## config.mk

```make
export PLATFORM = sky130hd
export DESIGN_NAME = div32_seq
export DESIGN_NICKNAME = d
export VERILOG_FILES = /design/src/rtl/div_pkg.sv /design/src/rtl/div_step.sv /design/src/rtl/div32_seq.sv
export SDC_FILE = /design/constraint.sdc
export NUM_CORES = 1
export LEC_CHECK = 0
export ABC_CLOCK_PERIOD_IN_PS = 8700
export CAP_MARGIN = 20
export CELL_PAD_IN_SITES_DETAIL_PLACEMENT = 1
export CELL_PAD_IN_SITES_GLOBAL_PLACEMENT = 1
export CORE_UTILIZATION = 48
export DETAILED_ROUTE_END_ITERATION = 12
export PLACE_DENSITY_LB_ADDON = 0.1
export SYNTH_ARGS = -nofsm -noshare
export SYNTH_HDL_FRONTEND = slang
export SYNTH_HIERARCHICAL = 1
export SYNTH_SLANG_ARGS = --single-unit
```

## constraint.sdc

```tcl
create_clock -name clk -period 8.7 [get_ports clk]
set_input_delay 1.74 -clock clk [delete_from_list [all_inputs] [get_ports clk]]
set_output_delay 1.74 -clock clk [all_outputs]
set_load 0.02 [all_outputs]
```

## src/rtl/div_pkg.sv

```systemverilog
// Shared definitions for the iterative 32-bit divider: FSM encoding,
// default width, divide-by-zero quotient and the latched-operation record.
package div_pkg;

  localparam int DIV_WIDTH = 32;

  // FSM encoding (kept as plain constants for legacy tooling)
  localparam logic [1:0] ST_IDLE = 2'd0;
  localparam logic [1:0] ST_RUN  = 2'd1;
  localparam logic [1:0] ST_FIX  = 2'd2;
  localparam logic [1:0] ST_DONE = 2'd3;

  // Quotient reported for a zero divisor
  localparam logic [DIV_WIDTH-1:0] DIV0_QUOT = '1;

  // Operation attributes captured when a Start is accepted
  typedef struct packed {
    logic sgn;      // two's-complement operation
    logic dvd_neg;  // dividend was negative (signed only)
    logic dvs_neg;  // divisor was negative (signed only)
    logic dz;       // divisor was zero
  } div_op_t;

  // Quotient needs negation when a signed op has operands of opposite sign
  function automatic logic quo_negate(input div_op_t op);
    return op.sgn & (op.dvd_neg ^ op.dvs_neg) & ~op.dz;
  endfunction

  // Remainder takes the sign of the dividend
  function automatic logic rem_negate(input div_op_t op);
    return op.sgn & op.dvd_neg;
  endfunction

endpackage

```

## src/rtl/div_step.sv

```systemverilog
// One restoring shift-subtract iteration. The partial remainder is shifted
// left taking in the next dividend bit, then the divisor is trial-subtracted
// in WIDTH+1 bits. Because the incoming remainder is always below the
// divisor, the difference fits in WIDTH+1 signed bits and its MSB is the
// borrow: clear means keep the difference and emit a 1 quotient bit.
module div_step #(
  parameter int WIDTH = 32
) (
  input  logic [WIDTH-1:0] rem,
  input  logic             din,
  input  logic [WIDTH-1:0] dvs,
  output logic [WIDTH-1:0] rem_nxt,
  output logic             qbit
);

  logic [WIDTH:0] shifted;
  logic [WIDTH:0] diff;

  assign shifted = {rem, din};
  assign diff    = shifted - {1'b0, dvs};

  // Borrow clear -> subtraction succeeded
  assign qbit    = ~diff[WIDTH];

  // On restore, shifted[WIDTH] is known zero (shifted < divisor)
  assign rem_nxt = qbit ? diff[WIDTH-1:0] : shifted[WIDTH-1:0];

endmodule

```

## src/rtl/div32_seq.sv

```systemverilog
// Iterative restoring divider for the execute stage, one quotient bit per
// clock. Operands are converted to magnitudes on Start, divided unsigned in
// RUN, and sign-corrected in FIX; DONE pulses for one cycle.
// Optional build macro DIV32_EARLY_OUT_EN: when the divisor magnitude
// exceeds the dividend magnitude the RUN phase is skipped entirely.
module div32_seq
  import div_pkg::*;
#(
  parameter int WIDTH = DIV_WIDTH,
  parameter int CNT_W = 6
) (
  input  logic             clk,
  input  logic             rst_n,
  input  logic             Start,
  input  logic             IsSigned,
  input  logic [WIDTH-1:0] Dividend,
  input  logic [WIDTH-1:0] Divisor,
  output logic             Busy,
  output logic             Done,
  output logic [WIDTH-1:0] Quotient,
  output logic [WIDTH-1:0] Remainder,
  output logic             DivByZero
);

  logic [1:0]       state;
  logic [CNT_W-1:0] cnt;
  div_op_t          op;

  // Working registers: quo_r starts as the dividend magnitude and shifts
  // left each step, so its MSB is always the next dividend bit while the
  // quotient bits fill in from the LSB.
  logic [WIDTH-1:0] rem_r;
  logic [WIDTH-1:0] quo_r;
  logic [WIDTH-1:0] dvs_r;

  logic [WIDTH-1:0] q_out;
  logic [WIDTH-1:0] r_out;
  logic             dz_out;

  logic             accept;
  logic             dvd_neg;
  logic             dvs_neg;
  logic [WIDTH-1:0] dvd_mag;
  logic [WIDTH-1:0] dvs_mag;
  logic             div_zero;
  logic             skip_run;

  logic [WIDTH-1:0] rem_nxt;
  logic             qbit;

  // Start is only honoured when the unit is not busy
  assign accept   = Start & ((state == ST_IDLE) | (state == ST_DONE));

  // Operand signs and magnitudes; -2^(WIDTH-1) maps onto itself, which is
  // the correct unsigned magnitude
  assign dvd_neg  = IsSigned & Dividend[WIDTH-1];
  assign dvs_neg  = IsSigned & Divisor[WIDTH-1];
  assign dvd_mag  = dvd_neg ? -Dividend : Dividend;
  assign dvs_mag  = dvs_neg ? -Divisor  : Divisor;
  assign div_zero = (Divisor == '0);

`ifdef DIV32_EARLY_OUT_EN
  // Quotient is trivially zero when the divisor is larger
  assign skip_run = div_zero | (dvs_mag > dvd_mag);
`else
  assign skip_run = div_zero;
`endif

  div_step #(.WIDTH(WIDTH)) u_step (
    .rem     (rem_r),
    .din     (quo_r[WIDTH-1]),
    .dvs     (dvs_r),
    .rem_nxt (rem_nxt),
    .qbit    (qbit)
  );

  // Control FSM, iteration counter and latched operation attributes
  always_ff @(posedge clk or negedge rst_n) begin
    if (!rst_n) begin
      state <= ST_IDLE;
      cnt   <= '0;
      op    <= '0;
    end else begin
      case (state)
        ST_IDLE, ST_DONE: begin
          if (accept) begin
            op.sgn     <= IsSigned;
            op.dvd_neg <= dvd_neg;
            op.dvs_neg <= dvs_neg;
            op.dz      <= div_zero;
            cnt        <= CNT_W'(WIDTH - 1);
            state      <= skip_run ? ST_FIX : ST_RUN;
          end else begin
            state <= ST_IDLE;
          end
        end
        ST_RUN: begin
          cnt <= cnt - 1'b1;
          if (cnt == '0) state <= ST_FIX;
        end
        ST_FIX:  state <= ST_DONE;
        default: state <= ST_IDLE;
      endcase
    end
  end

  // Shift-subtract datapath. A skipped RUN leaves the dividend magnitude in
  // the remainder so the normal sign fix reproduces the original dividend.
  always_ff @(posedge clk or negedge rst_n) begin
    if (!rst_n) begin
      rem_r <= '0;
      quo_r <= '0;
      dvs_r <= '0;
    end else if (accept) begin
      dvs_r <= dvs_mag;
      if (skip_run) begin
        rem_r <= dvd_mag;
        quo_r <= div_zero ? WIDTH'(DIV0_QUOT) : '0;
      end else begin
        rem_r <= '0;
        quo_r <= dvd_mag;
      end
    end else if (state == ST_RUN) begin
      rem_r <= rem_nxt;
      quo_r <= {quo_r[WIDTH-2:0], qbit};
    end
  end

  // Result registers: sign-corrected in FIX, held through DONE and IDLE
  always_ff @(posedge clk or negedge rst_n) begin
    if (!rst_n) begin
      q_out  <= '0;
      r_out  <= '0;
      dz_out <= 1'b0;
    end else if (accept) begin
      dz_out <= 1'b0;
    end else if (state == ST_FIX) begin
      q_out  <= quo_negate(op) ? -quo_r : quo_r;
      r_out  <= rem_negate(op) ? -rem_r : rem_r;
      dz_out <= op.dz;
    end
  end

  assign Busy      = (state == ST_RUN) | (state == ST_FIX);
  assign Done      = (state == ST_DONE);
  assign Quotient  = q_out;
  assign Remainder = r_out;
  assign DivByZero = dz_out;

endmodule

```

======== Word level (Yosys, flattened, before mapping) ========
Index checks and enable logic that the tools add are counted.
operators by class
  shift operators ......................... 0
  add/sub/neg operators ................... 6
  equal/unequal tests ..................... 5
  div/mod/pow operators ................... 0
  $mul .................................... 0
  multiplexer cells ....................... 19
  bitwise operators ....................... 12
  magnitude comparators ................... 0
  reduce and logical (&&, ||, !) cells .... 10
operator list
  kind                 count
  $mux 32              11
  $neg 32->32          4
  $sub 33x32->33       1
  $logic_not 32->1     1
  $pmux 6 s2           1
  $and 1x1->1          6
  $logic_not 6->1      1
  $mux 2               3
  $mux 6               1
  $pmux 2 s3           1
  $reduce_and 2->1     3
  $reduce_bool 2->1    3
  $sub 6x1->6 const B  1
  $eq 2x2->1 const B   2
  $ne 2x2->1 const B   2
  $not 1->1            3
  $eq 2x1->1 const B   1
  $logic_not 2->1      1
  $mux 1               2
  $or 1x1->1           2
  $reduce_or 2->1      1
  $xor 1x1->1          1
storage, ports and cells
  input bits .............................. 68
  RAM bits ................................ 0
  output and inout bits ................... 67
  bits in read-only memories .............. 0
  memories ................................ 0
  logic and storage cells ................. 64
  bits in latches ......................... 0
  flip-flop bits (word level) ............. 173

======== Logic depth before layout (Yosys ltp) ========
Gate-level depths: netlist (run 1).
  word-level depth ........................ 5
  gate-level depth with buffers ........... 18
  depth with buffers taken out ............ 16

======== Hierarchy ========
The synthesis (run 1) kept the hierarchy.
by module, submodules not included
  module     cells each  instances  area each (um^2)  sequential area each (um^2)
  div32_seq  1063        1          9908.3            4329.2
  div_step   305         1          2358.5            0.0

======== Least setup slack after synthesis (run 1) ========
Ideal clock, no wire load.
  kind .................................... in2reg
  start ................................... input port Divisor[18]
  end ..................................... register quo_r[21]
  slack ................................... 4.924 ns
  arrival ................................. 3.693 ns
  path buffers ............................ 3
  stages on the path ...................... 8
  required time ........................... 8.616 ns
  library setup time ...................... 0.084 ns
  cell sequence ........................... or4_4 -> or4_1 -> buf_2 -> nor4_4 -> nor2_2 -> buf_6 -> buf_6 -> a22oi_2
between the ends
  longest elaborated chain between the ends .. 3
ends and longest elaborated chain
  element               RTL line          text
  from (decl)           div32_seq.sv:17   input logic [WIDTH-1:0] Divisor,
  $logic_not 32->1      div32_seq.sv:60   assign div_zero = (Divisor == '0);
  $mux 32               div32_seq.sv:116  if (skip_run) begin
  $mux 32               div32_seq.sv:114  end else if (accept) begin
  to (signal assigned)  div32_seq.sv:118  quo_r <= div_zero ? WIDTH'(DIV0_QUOT) : '0;
  to (signal assigned)  div32_seq.sv:121  quo_r <= dvd_mag;
  to (signal assigned)  div32_seq.sv:125  quo_r <= {quo_r[WIDTH-2:0], qbit};
  to (decl)             div32_seq.sv:33   logic [WIDTH-1:0] quo_r;
Every way passes these cells.
A chain may end at the register's enable or synchronous reset.

======== Worst setup path after layout (run 1) ========
  start ................................... input port Divisor[8]
  end ..................................... register rem_r[0]
between the ends
  longest elaborated chain between the ends .. 3
ends and longest elaborated chain
  element               RTL line          text
  $logic_not 32->1      div32_seq.sv:60
  $mux 32               div32_seq.sv:116
  $mux 32               div32_seq.sv:114
  to (signal assigned)  div32_seq.sv:117  rem_r <= dvd_mag;
  to (signal assigned)  div32_seq.sv:124  rem_r <= rem_nxt;
  to (decl)             div32_seq.sv:32   logic [WIDTH-1:0] rem_r;
Every way passes these cells.

==> run metrics, run 1 <==
maximum frequency from static timing analysis around 210 MHz; Die H ~160 um; global-route wire length before repair 60.62 mm; critical path start-end classification in2reg; post-synthesis cell count between 1000 and 1500; Layout area overhead 16.75%; Die Area approximately 26000 um^2; critical-path cell with the highest stage delay sky130_fd_sc_hd__nand2_1; share of cell area taken by muxes after synthesis 8.894%; sequential area share after synthesis about a third; share of synthesized flip-flops with an asynchronous set or reset 100.0%; number of non-filler instances in the completed layout 1793; crit-path leading delay family simple AND/OR/NAND/NOR gates; worst supply voltage drop on vdd between 0.3 and 0.4 mV; number of top-level design ports ~140; Port Buffers between 100 and 150; Detailed Place HPWL about 28 mm; dominant combinational cell family by area after synthesis compound AO/OA/AOI/OAI gates; path type of the worst min-delay path reg2reg; dominant cell type by count on the critical path sky130_fd_sc_hd__nor4_1; max-cap violations 0; final critical-path required period roughly 4800 ps; htree depth 4; vias in the first global route approximately 11000; buffers and inverters on the worst path 1; nature of the critical path startpoint input pin; via count of the routed design between 10000 and 15000; WL/cell between 20 and 25 um; Post-Route Skew between 10 and 15 ps; Detail Route Antenna Nets 0; starting density of the core 48.85%; iteration count of the initial detailed-routing pass 5; remaining design rule violation count 0; most common library cell in the layout ignoring fill and taps sky130_fd_sc_hd__dfrtp_1; clock-pin slew reported for the worst setup and hold paths after clock tree synthesis ~80 ps; P_sw 2.485 mW; number of antenna violations at the first check in global routing 0; cell area after synthesis around 12000 um^2; RSZ-0062 raised after global routing no; number of enable flip-flop cells after synthesis 0; Compound-Gate Fraction of Synth Area between 15 and 20%; Post-Syn Nets 1478; drt total wl about 37 mm; gr ovfl total 0; leakage power total roughly 6 nW; row count between 50 and 60; mean instance size in the synthesized netlist 8.967 um^2; Combinational Power Share 57.7%; Inserted Clock Buffers 17; Worst Path Max Fanout 29; pin count of the biggest net entering global routing around 110; Post-CTS Resized 0; Tightest Pin Transition around 1100 ps; number of antenna cells inserted 0; synth unique cells 86; setup fix buffers added after clock tree synthesis 0; Top FF cell, synth sky130_fd_sc_hd__dfrtp_1; global-route usage over all layers between 20 and 30%; clock tree from TritonCTS yes; share of final-layout standard cells stronger than drive strength 1 7.245%; floorplan die width between 150 and 200 um; root cell of the clock tree sky130_fd_sc_hd__clkbuf_16; required time at the worst-slack endpoint approximately 9000 ps; adder and majority cell fraction of the synthesized area roughly 4.3%; final standard cell area without fillers 14320 um^2; peak per-stage delay on the critical path 770 ps; final-report max-slew violation count 0; arrival time at the worst endpoint 5090 ps; status finished, final reports clean; TNS Setup 0 ps; area fraction in and, or, nand and nor cells after synthesis 16.21%; worst slack after detailed placement 3481 ps; count of hold-fix buffers inserted at cts 0; Final Hold Vio Count 0; Clk Latency, worst-skew pair between 400 and 500 ps; flops & latches, synth roughly 170; fraction of power consumed by sequential logic 27.8%; sequence of cells on the critical path clkdlybuf4s50_1 -> nor4_1 -> nand4_1 -> nor4_1 -> nand2_1 -> o22ai_1; CTS Buffer Depth 2; crit path capture type flop; Worst Slack Setup Final around 4000 ps; CORE AREA 25110 um^2; Cell Pwr Density around 380 nW/um^2; worst setup slack for register-to-register paths between 4000 and 5000 ps; post-synthesis share of cell area spent on xor and xnor gates approximately a tenth; worst max-slew margin expressed relative to the limit between 20% and 30%; final net count 1560; most frequent cells in the layout sky130_fd_sc_hd__dfrtp_1, sky130_fd_sc_hd__clkdlybuf4s50_1, sky130_fd_sc_hd__nor2_1; cell internal pwr approximately 3 mW; number of cells after detailed placement around 1800; clock sink count ~170; total power 5.402 mW; placer's final routability congestion estimate ~0.92; area post-placement ~14000 um^2; vias per cell 6.118; portion of the clock cycle consumed by the worst path in the final layout about 55%; Detailed Route Iter0 Violations 843; total setup violations reported at the end of the flow 0; switching part of the total a little under half; power share of the clock group ~14%; Synth Warn # 6
-- kinds of logic after synthesis --
group / Yosys count
and+or+nand+nor: 394
AOI/OAI and AO/OA: 379
buffers and inverters: 143
adders and majority gates: 42
xor gates and xnor gates: 140
DFF: 173
muxes: 97
-- worst paths after layout --
kind                       cells past startpoint       start            to
max in group asynchronous                      2       rst_n     dvs_r[28]
min in group asynchronous                      1       rst_n  Remainder[8]
max reg2reg                                   16   quo_r[31]     rem_r[28]
min                                            2    dvs_r[6]      dvs_r[6]
min reg2reg                                    2    dvs_r[6]      dvs_r[6]
max                                            6  Divisor[8]      rem_r[0]
-- Yosys cell counts, types with 4 or more instances --
master	n	area [um^2]
sky130_fd_sc_hd__or3_1	13	81.33
sky130_fd_sc_hd__nor2b_1	5	31.28
sky130_fd_sc_hd__o41ai_1	17	148.9
sky130_fd_sc_hd__nand2b_1	7	43.79
sky130_fd_sc_hd__mux2_4	19	285.3
sky130_fd_sc_hd__o2111ai_1	5	43.79
sky130_fd_sc_hd__inv_1	62	232.7
sky130_fd_sc_hd__nor4_1	16	100.1
sky130_fd_sc_hd__nand3_1	30	150.1
sky130_fd_sc_hd__a22oi_1	18	135.1
sky130_fd_sc_hd__and4_1	4	35.03
sky130_fd_sc_hd__nor3b_1	5	37.54
sky130_fd_sc_hd__clkbuf_1	58	217.7
sky130_fd_sc_hd__mux2i_1	67	670.6
sky130_fd_sc_hd__a41oi_1	10	87.58
sky130_fd_sc_hd__nor2_1	125	469.2
sky130_fd_sc_hd__o21ai_0	68	340.3
sky130_fd_sc_hd__a21oi_1	113	565.5
sky130_fd_sc_hd__or4_1	16	120.1
sky130_fd_sc_hd__nand2_1	78	292.8
sky130_fd_sc_hd__and2_1	6	37.54
sky130_fd_sc_hd__nor3_1	44	220.2
sky130_fd_sc_hd__ha_1	41	513.0
sky130_fd_sc_hd__mux2_2	10	112.6
sky130_fd_sc_hd__nand3b_1	5	37.54
sky130_fd_sc_hd__dfrtp_1	173	4329
sky130_fd_sc_hd__xor2_1	53	464.2
sky130_fd_sc_hd__o21a_1	8	60.06
sky130_fd_sc_hd__o21bai_1	4	30.03
sky130_fd_sc_hd__o31ai_1	16	120.1
sky130_fd_sc_hd__a21o_1	17	127.6
sky130_fd_sc_hd__buf_6	4	45.04
sky130_fd_sc_hd__o22ai_1	29	181.4
sky130_fd_sc_hd__and3_1	8	50.05
sky130_fd_sc_hd__a31oi_1	36	225.2
sky130_fd_sc_hd__buf_1	7	26.28
sky130_fd_sc_hd__xnor2_1	87	762.0
sky130_fd_sc_hd__nand4_1	8	50.05
sky130_fd_sc_hd__a22oi_2	10	125.1
-- through the flow --
stage | util (%) | hold slack [ps]
after CTS | 56.85 | 487.7
after detailed placement | 54.53 | 472.3
after global routing | 57.04 | 498.0
after floorplan | - | 449.8
after global placement | 54.53 | 462.0
final | 57.04 | 480.8
-- state kept, by name, summed over array words and instances (netlist names) --
signal     count
rem_r         32
state          2
Remainder     32
dvs_r         32
DivByZero      1
quo_r         32
op             4
Quotient      32
cnt            6
-- layer usage --
layer	share of wire [%]	vias to the layer above	GRT usage (%)	routed length, um
met2	46	299	46.72	17300
met1	47	5460	41.26	17570
met3	4.5	48	3.779	1679
met5	0	-	0	0
met4	2.5	0	9.262	922
li1	-	5162	-	-
-- worst min-delay path, stage by stage, from the launching register on --
cell                      delay (ps)
sky130_fd_sc_hd__dfrtp_1         350
sky130_fd_sc_hd__nand2_1          50
sky130_fd_sc_hd__o21ai_0          60
-- power groups by stage --
stage | combinational [mW] | clock (mW) | sequential (mW)
after floorplan | 2.14 | 0 | 1.56
after global placement | 2.96 | 0 | 1.49
after detailed placement | 3.06 | 0 | 1.51
after CTS | 3.09 | 0.795 | 1.50
after global routing | 3.41 | 0.824 | 1.55
final | 3.12 | 0.779 | 1.50
-- cell type report --
type	instances	area, um^2
clock buffer	19	432.9
timing repair buffer	143	1435
multi-input combinational	1052	7318
tap	330	412.9
fill	2947	10790
inverter	63	244.0
sequential	173	4329
clock inverter	13	148.9
Power figures use the tool's default switching activity.
==> inputs of run 2 (changes only) <==
--- a/config.mk
+++ b/config.mk
@@ -5,11 +5,11 @@
 export SDC_FILE = /design/constraint.sdc
 export NUM_CORES = 1
 export LEC_CHECK = 0
-export ABC_CLOCK_PERIOD_IN_PS = 8700
+export ABC_CLOCK_PERIOD_IN_PS = 4300
 export CAP_MARGIN = 20
 export CELL_PAD_IN_SITES_DETAIL_PLACEMENT = 1
 export CELL_PAD_IN_SITES_GLOBAL_PLACEMENT = 1
-export CORE_UTILIZATION = 48
+export CORE_UTILIZATION = 40
 export DETAILED_ROUTE_END_ITERATION = 12
 export PLACE_DENSITY_LB_ADDON = 0.1
 export SYNTH_ARGS = -nofsm -noshare
==> constraint.sdc (replaced) <==
create_clock -name clk -period 4.3 [get_ports clk]
set_input_delay 0.86 -clock clk [delete_from_list [all_inputs] [get_ports clk]]
set_output_delay 0.86 -clock clk [all_outputs]
set_load 0.02 [all_outputs]
==> run 2 against run 1 <==
  * Cell count is 4.4% higher
  * Sequential power increased by 99%
  * Setup slack got worse by 3600 ps
  * Final area up 1.5%
  * Flip-flop and latch count stayed put
==> run metrics, run 2 (synthesis gave the netlist of run 1 again) <==
Seq. cell area 4329 um^2 (unchanged); Tightest Pin Transition 1072 ps (-12.04 ps); status finished, final reports clean; Detail Route Antenna Nets 0 (unchanged); TNS Setup 0 ps (unchanged); htree depth 4 (unchanged); critical path start-end classification reg2reg; clock sink count 173 (unchanged); vias per cell 5.780 (-5.5%); max-cap violations 0 (unchanged); Post-Route Skew 14.40 ps (+1.736 ps); core utilization of the finished layout 48.67% (-8.4 points); count of hold-fix buffers inserted at cts 0 (unchanged); drt total wl 38.66 mm (+3.2%); final standard cell area without fillers 14540 um^2 (+1.5%); crit path capture type flop; number of non-filler instances in the completed layout 1872 (+4.4%); Worst Reg-to-Reg Cells 16 (unchanged); Die Area 31370 um^2 (+20%); path type of the worst min-delay path in2async; portion of the clock cycle consumed by the worst path in the final layout 91.84%; floorplan die width 177.1 um (+9.4%); vias in the first global route 10740 (-1.2%); number of antenna violations at the first check in global routing 0 (unchanged); number of cells after detailed placement 1840 (+4.7%); Worst Path Max Fanout 24 (-17%); worst setup slack for register-to-register paths 350 ps (-4010 ps); setup fix buffers added after clock tree synthesis 0 (unchanged); worst supply voltage drop on vdd 0.3407 mV (-12%); Clk Latency, worst-skew pair 450 ps (about the same); gr ovfl total 0 (unchanged); area post-placement 13940 um^2 (+1.8%); clock-pin slew reported for the worst setup and hold paths after clock tree synthesis 80 ps (about the same); Cell Pwr Density 758.5 nW/um^2 (+100%); final critical-path required period 3949 ps; total setup violations reported at the end of the flow 0 (unchanged); final net count 1579 (+1.2%); remaining design rule violation count 0 (unchanged); Detailed Route Iter0 Violations 610 (-28%); number of top-level design ports 135 (unchanged); number of antenna cells inserted 0 (unchanged); Inserted Clock Buffers 17 (unchanged); CORE AREA 29870 um^2 (+19%); iteration count of the initial detailed-routing pass 6 (+1); via count of the routed design 10820 (-1.4%); WL/cell 20.65 um (-1.2%); Filler Cells Inserted 3428 (+16%); root cell of the clock tree sky130_fd_sc_hd__clkbuf_16; worst max-slew margin expressed relative to the limit 27.89% (+0.81 points); most common library cell in the layout ignoring fill and taps sky130_fd_sc_hd__dfrtp_1; global-route usage over all layers 25.21% (-4.1 points); Die H 177.1 um (+9.4%); share of final-layout standard cells stronger than drive strength 1 8.502% (+1.3 points); pin count of the biggest net entering global routing 74 (-32%); Detailed Place HPWL 29.45 mm (+6.7%); placer's final routability congestion estimate 0.8898 (-3.4%); Layout area overhead 18.53%; final-report max-slew violation count 0 (unchanged); clock tree from TritonCTS yes; capture point of the worst reg-to-reg path rem_r[28]; Port Buffers 134 (unchanged); starting density of the core 41.06% (-7.8 points); RSZ-0062 raised after global routing no; nature of the critical path startpoint flop; required time at the worst-slack endpoint 4620 ps (-4410 ps); Final Hold Vio Count 0 (unchanged); arrival time at the worst endpoint 4270 ps (-820 ps); most frequent cells in the layout sky130_fd_sc_hd__dfrtp_1, sky130_fd_sc_hd__clkdlybuf4s50_1, sky130_fd_sc_hd__nor2_1; leakage power total 5.944 nW (+1.7%); Post-CTS Resized 0 (unchanged); global-route wire length before repair 61.31 mm (+1.1%); CTS Buffer Depth 2 (unchanged); row count 63 (+8.6%); multi-input gate area in the final layout 7323 um^2 (about the same); worst r2r src quo_r[31]; maximum frequency from static timing analysis about 250 MHz
## run 2: cell count changes in the layout (fill, tap and decap cells not counted), sizes merged
cell / delta
bufinv: +1
clkbuf: -1
buf: +19
## run 2: routing by layer
layer	up-vias	track usage (%)	part of all wire [%]
met3	41	3.673	4.3
li1	5187	-	-
met5	-	0	0
met4	0	6.681	1.9
met2	226	39.62	45
met1	5366	35.96	49
## run 2: worst max-delay path, stage by stage (launching register included)
cell and delay (ps):
sky130_fd_sc_hd__dfrtp_1 400, sky130_fd_sc_hd__inv_1 80, sky130_fd_sc_hd__ha_1 230, sky130_fd_sc_hd__fa_1 400, sky130_fd_sc_hd__and2b_1 240, sky130_fd_sc_hd__o2111ai_2 130, sky130_fd_sc_hd__a21oi_2 210, sky130_fd_sc_hd__o2111ai_1 220
sky130_fd_sc_hd__a211oi_2 330, sky130_fd_sc_hd__nor2_4 100, sky130_fd_sc_hd__mux2i_4 330, sky130_fd_sc_hd__and2_4 300, sky130_fd_sc_hd__inv_8 130, sky130_fd_sc_hd__mux2_4 320, sky130_fd_sc_hd__mux2_2 260, sky130_fd_sc_hd__nand2_1 60
sky130_fd_sc_hd__o211ai_1 80
## run 2: cell type report
cell class	instances	area share [%]
clock inverters	14	1.196
well taps	390	3.356
repair buffers	162	10.68
flip-flops and latches	173	29.77
inverters	63	1.678
clock buffers	18	2.952
multi-input cells	1052	50.37
## run 2: stage by stage
stage / hold WS (ps) / total power [mW] / setup WS, ps
finish: 378.6 / 11.03 / 351.0
global placement: 463.2 / 9.248 / 423.6
detailed placement: 469.8 / 9.393 / 351.6
CTS: 391.2 / 11.07 / 348.1
global route: 411.4 / 11.85 / 102.2
floorplan: 449.8 / 7.496 / 644.5
## run 2: worst max-delay path by stage
stage	startpoint	end	slack, ps	cells past startpoint
finish	quo_r[31]	rem_r[28]	350	16
global route	quo_r[31]	rem_r[28]	100	16
CTS	quo_r[31]	rem_r[28]	350	16
detailed placement	quo_r[31]	rem_r[28]	350	16
global placement	quo_r[31]	rem_r[28]	420	16
floorplan	quo_r[31]	rem_r[28]	640	18
## run 2: power breakdown
| part | switching (mW) | internal, mW |
|---|---|---|
| sequential | 0.664 | 2.33 |
| combinational | 3.63 | 2.78 |
| clock | 0.748 | 0.881 |
==> inputs of run 3 (changes only) <==
--- a/config.mk
+++ b/config.mk
@@ -5,7 +5,7 @@
 export SDC_FILE = /design/constraint.sdc
 export NUM_CORES = 1
 export LEC_CHECK = 0
-export ABC_CLOCK_PERIOD_IN_PS = 4300
+export ABC_CLOCK_PERIOD_IN_PS = 3460
 export CAP_MARGIN = 20
 export CELL_PAD_IN_SITES_DETAIL_PLACEMENT = 1
 export CELL_PAD_IN_SITES_GLOBAL_PLACEMENT = 1
==> constraint.sdc (replaced) <==
create_clock -name clk -period 3.46 [get_ports clk]
set_input_delay 0.692 -clock clk [delete_from_list [all_inputs] [get_ports clk]]
set_output_delay 0.692 -clock clk [all_outputs]
set_load 0.02 [all_outputs]
==> run 3 against run 2 <==
  * Clock skew shrank 5.3 ps
  * Die area did not move
  * Sequential power increased by 22%
  * Global-route usage grew 0.71 points
  * Hold slack worse by 150 ps
  * Highest routed layer unchanged
  * Non-clock buffer count grew 55
  * Via count is 2.2% higher
  * Critical path depth down 3
  * Wire length up 1.6%
==> run metrics, run 3 (synthesis gave the netlist of run 1 again) <==
status finished, final reports clean; number of top-level design ports 135 (unchanged); critical-path cell with the highest stage delay sky130_fd_sc_hd__dfrtp_1; number of antenna violations at the first check in global routing 0 (unchanged); multi-input gate area in the final layout 7366 um^2 (+0.58%); Detailed Place HPWL 30.07 mm (+2.1%); most common library cell in the layout ignoring fill and taps sky130_fd_sc_hd__dfrtp_1; clock tree from TritonCTS yes; starting density of the core 41.06% (unchanged); portion of the clock cycle consumed by the worst path in the final layout 98.90% (+7.1 points); Cell Pwr Density 951.3 nW/um^2 (+25%); Tightest Pin Transition 899.7 ps (-172.1 ps); arrival time at the worst endpoint 3730 ps (-540 ps); critical path start-end classification reg2reg; Inserted Clock Buffers 17 (unchanged); iteration count of the initial detailed-routing pass 6 (unchanged); nature of the critical path startpoint flop; remaining design rule violation count 0 (unchanged); Port Buffers 134 (unchanged); Filler Cells Inserted 3453 (+0.73%); gr ovfl total 0 (unchanged); crit-path leading delay family compound AO/OA/AOI/OAI gates; total power 14.41 mW (+31%); global-route wire length before repair 62.87 mm (+2.5%); RSZ-0062 raised after global routing yes; Worst Path Max Fanout 7 (-71%); core utilization of the finished layout 50.71% (+2.0 points); TNS Setup 0 ps (unchanged); pin count of the biggest net entering global routing 106 (+43%); Die Area 31370 um^2 (unchanged); clock sink count 173 (unchanged); worst supply voltage drop on vdd 0.3734 mV (+9.6%); Detail Route Antenna Nets 0 (unchanged); leakage power total 6.275 nW (+5.6%); dominant cell type by count on the critical path sky130_fd_sc_hd__o2111ai_1; maximum frequency from static timing analysis 292.2 MHz (+15%); drt total wl 39.27 mm (+1.6%); via count of the routed design 11060 (+2.2%); Layout area overhead 23.51%; buffers and inverters on the worst path 1 (-1); row count 63 (unchanged); vias in the first global route 11120 (+3.5%); clock-pin slew reported for the worst setup and hold paths after clock tree synthesis 70 ps (about the same); Final Hold Vio Count 0 (unchanged); Clk Latency, worst-skew pair 440 ps (about the same); global-route usage over all layers 25.91% (+0.71 points); sequence of cells on the critical path buf_4 -> ha_1 -> nor2b_1 -> o2111ai_1 -> a31oi_1 -> o2111ai_1 -> a21oi_2 -> o31ai_1 -> or2b_2 -> xor2_1 -> mux2_4 -> mux2i_1 -> o22ai_1; floorplan die width 177.1 um (unchanged); CORE AREA 29870 um^2 (unchanged); Die H 177.1 um (unchanged); peak per-stage delay on the critical path 380 ps (-20 ps); WL/cell 20.37 um (-1.4%); placer's final routability congestion estimate 0.8812 (-0.97%); final-report max-slew violation count 0 (unchanged); max-cap violations 0 (unchanged); CTS Buffer Depth 2 (unchanged); share of final-layout standard cells stronger than drive strength 1 12.29% (+3.8 points); worst max-slew margin expressed relative to the limit 39.88% (+12 points); count of hold-fix buffers inserted at cts 0 (unchanged); root cell of the clock tree sky130_fd_sc_hd__clkbuf_16; htree depth 4 (unchanged); vias per cell 5.735 (-0.78%); final critical-path required period 3422 ps (-527.2 ps); crit path capture type flop; required time at the worst-slack endpoint 3770 ps (-850 ps); final net count 1635 (+3.5%); Seq. cell area 4329 um^2 (unchanged); number of antenna cells inserted 0 (unchanged); path type of the worst min-delay path in2async; Detailed Route Iter0 Violations 751 (+23%); Post-Route Skew 9.133 ps (-5.271 ps); most frequent cells in the layout sky130_fd_sc_hd__dfrtp_1, sky130_fd_sc_hd__clkdlybuf4s50_1, sky130_fd_sc_hd__nor2_1; total setup violations reported at the end of the flow 0 (unchanged)
-- run 3: timing repair --
item                                    4_1_cts  5_1_grt
endpoints found under the setup margin        0       16
setup buffers                                 0       11
gates resized for setup                       0        9
-- run 3: worst paths after layout --
check                      cells past startpoint  startpoint            end  slack, ps
max reg2reg                                   13    rem_r[0]      rem_r[25]         40
max in group asynchronous                      2       rst_n      quo_r[26]       2430
min                                            1       rst_n  Remainder[10]        230
min in group clk                               2    dvs_r[4]       dvs_r[4]        480
min reg2reg                                    2    dvs_r[4]       dvs_r[4]        480
max                                           13    rem_r[0]      rem_r[25]         40
-- run 3: per-stage QoR --
stage / std cells / setup WS [ps] / cell area [um^2] / hold slack (ps)
final: 1928 / 38.20 / 15150 / 230.7
after global routing: 1928 / -129.9 / 15150 / 272.6
after CTS: 1916 / 11.21 / 15020 / 250.6
after detailed placement: 1884 / 48.83 / 14400 / 472.2
after global placement: 1884 / 129.9 / 14400 / 463.6
after floorplan: 1368 / -33.55 / 12300 / 396.4
-- run 3: power by group --
group	total, mW	internal (mW)	leakage, nW	switching, mW
Combinational	8.66	3.93	3.92	4.73
Clock	2.09	1.18	0.298	0.917
Sequential	3.66	2.89	2.06	0.764
Total	14.4	8.00	6.28	6.41
-- run 3: per-layer routing --
metal | GRT usage, % | part of all wire [%] | routed length, um
met5 | 0 | 0 | 0
met4 | 9.447 | 3.1 | 1198
met3 | 3.759 | 4.4 | 1747
met2 | 39.18 | 44 | 17250
met1 | 37.25 | 49 | 19070
-- run 3: cell type report --
type	count	share of cell area (%)
clock buffers	19	2.923
clock inverters	13	1.173
inverters	63	1.643
multi-input cells	1052	48.62
flip-flops and latches	173	28.57
well taps	390	3.221
repair buffers	217	13.79
repair inverters	1	0.05781
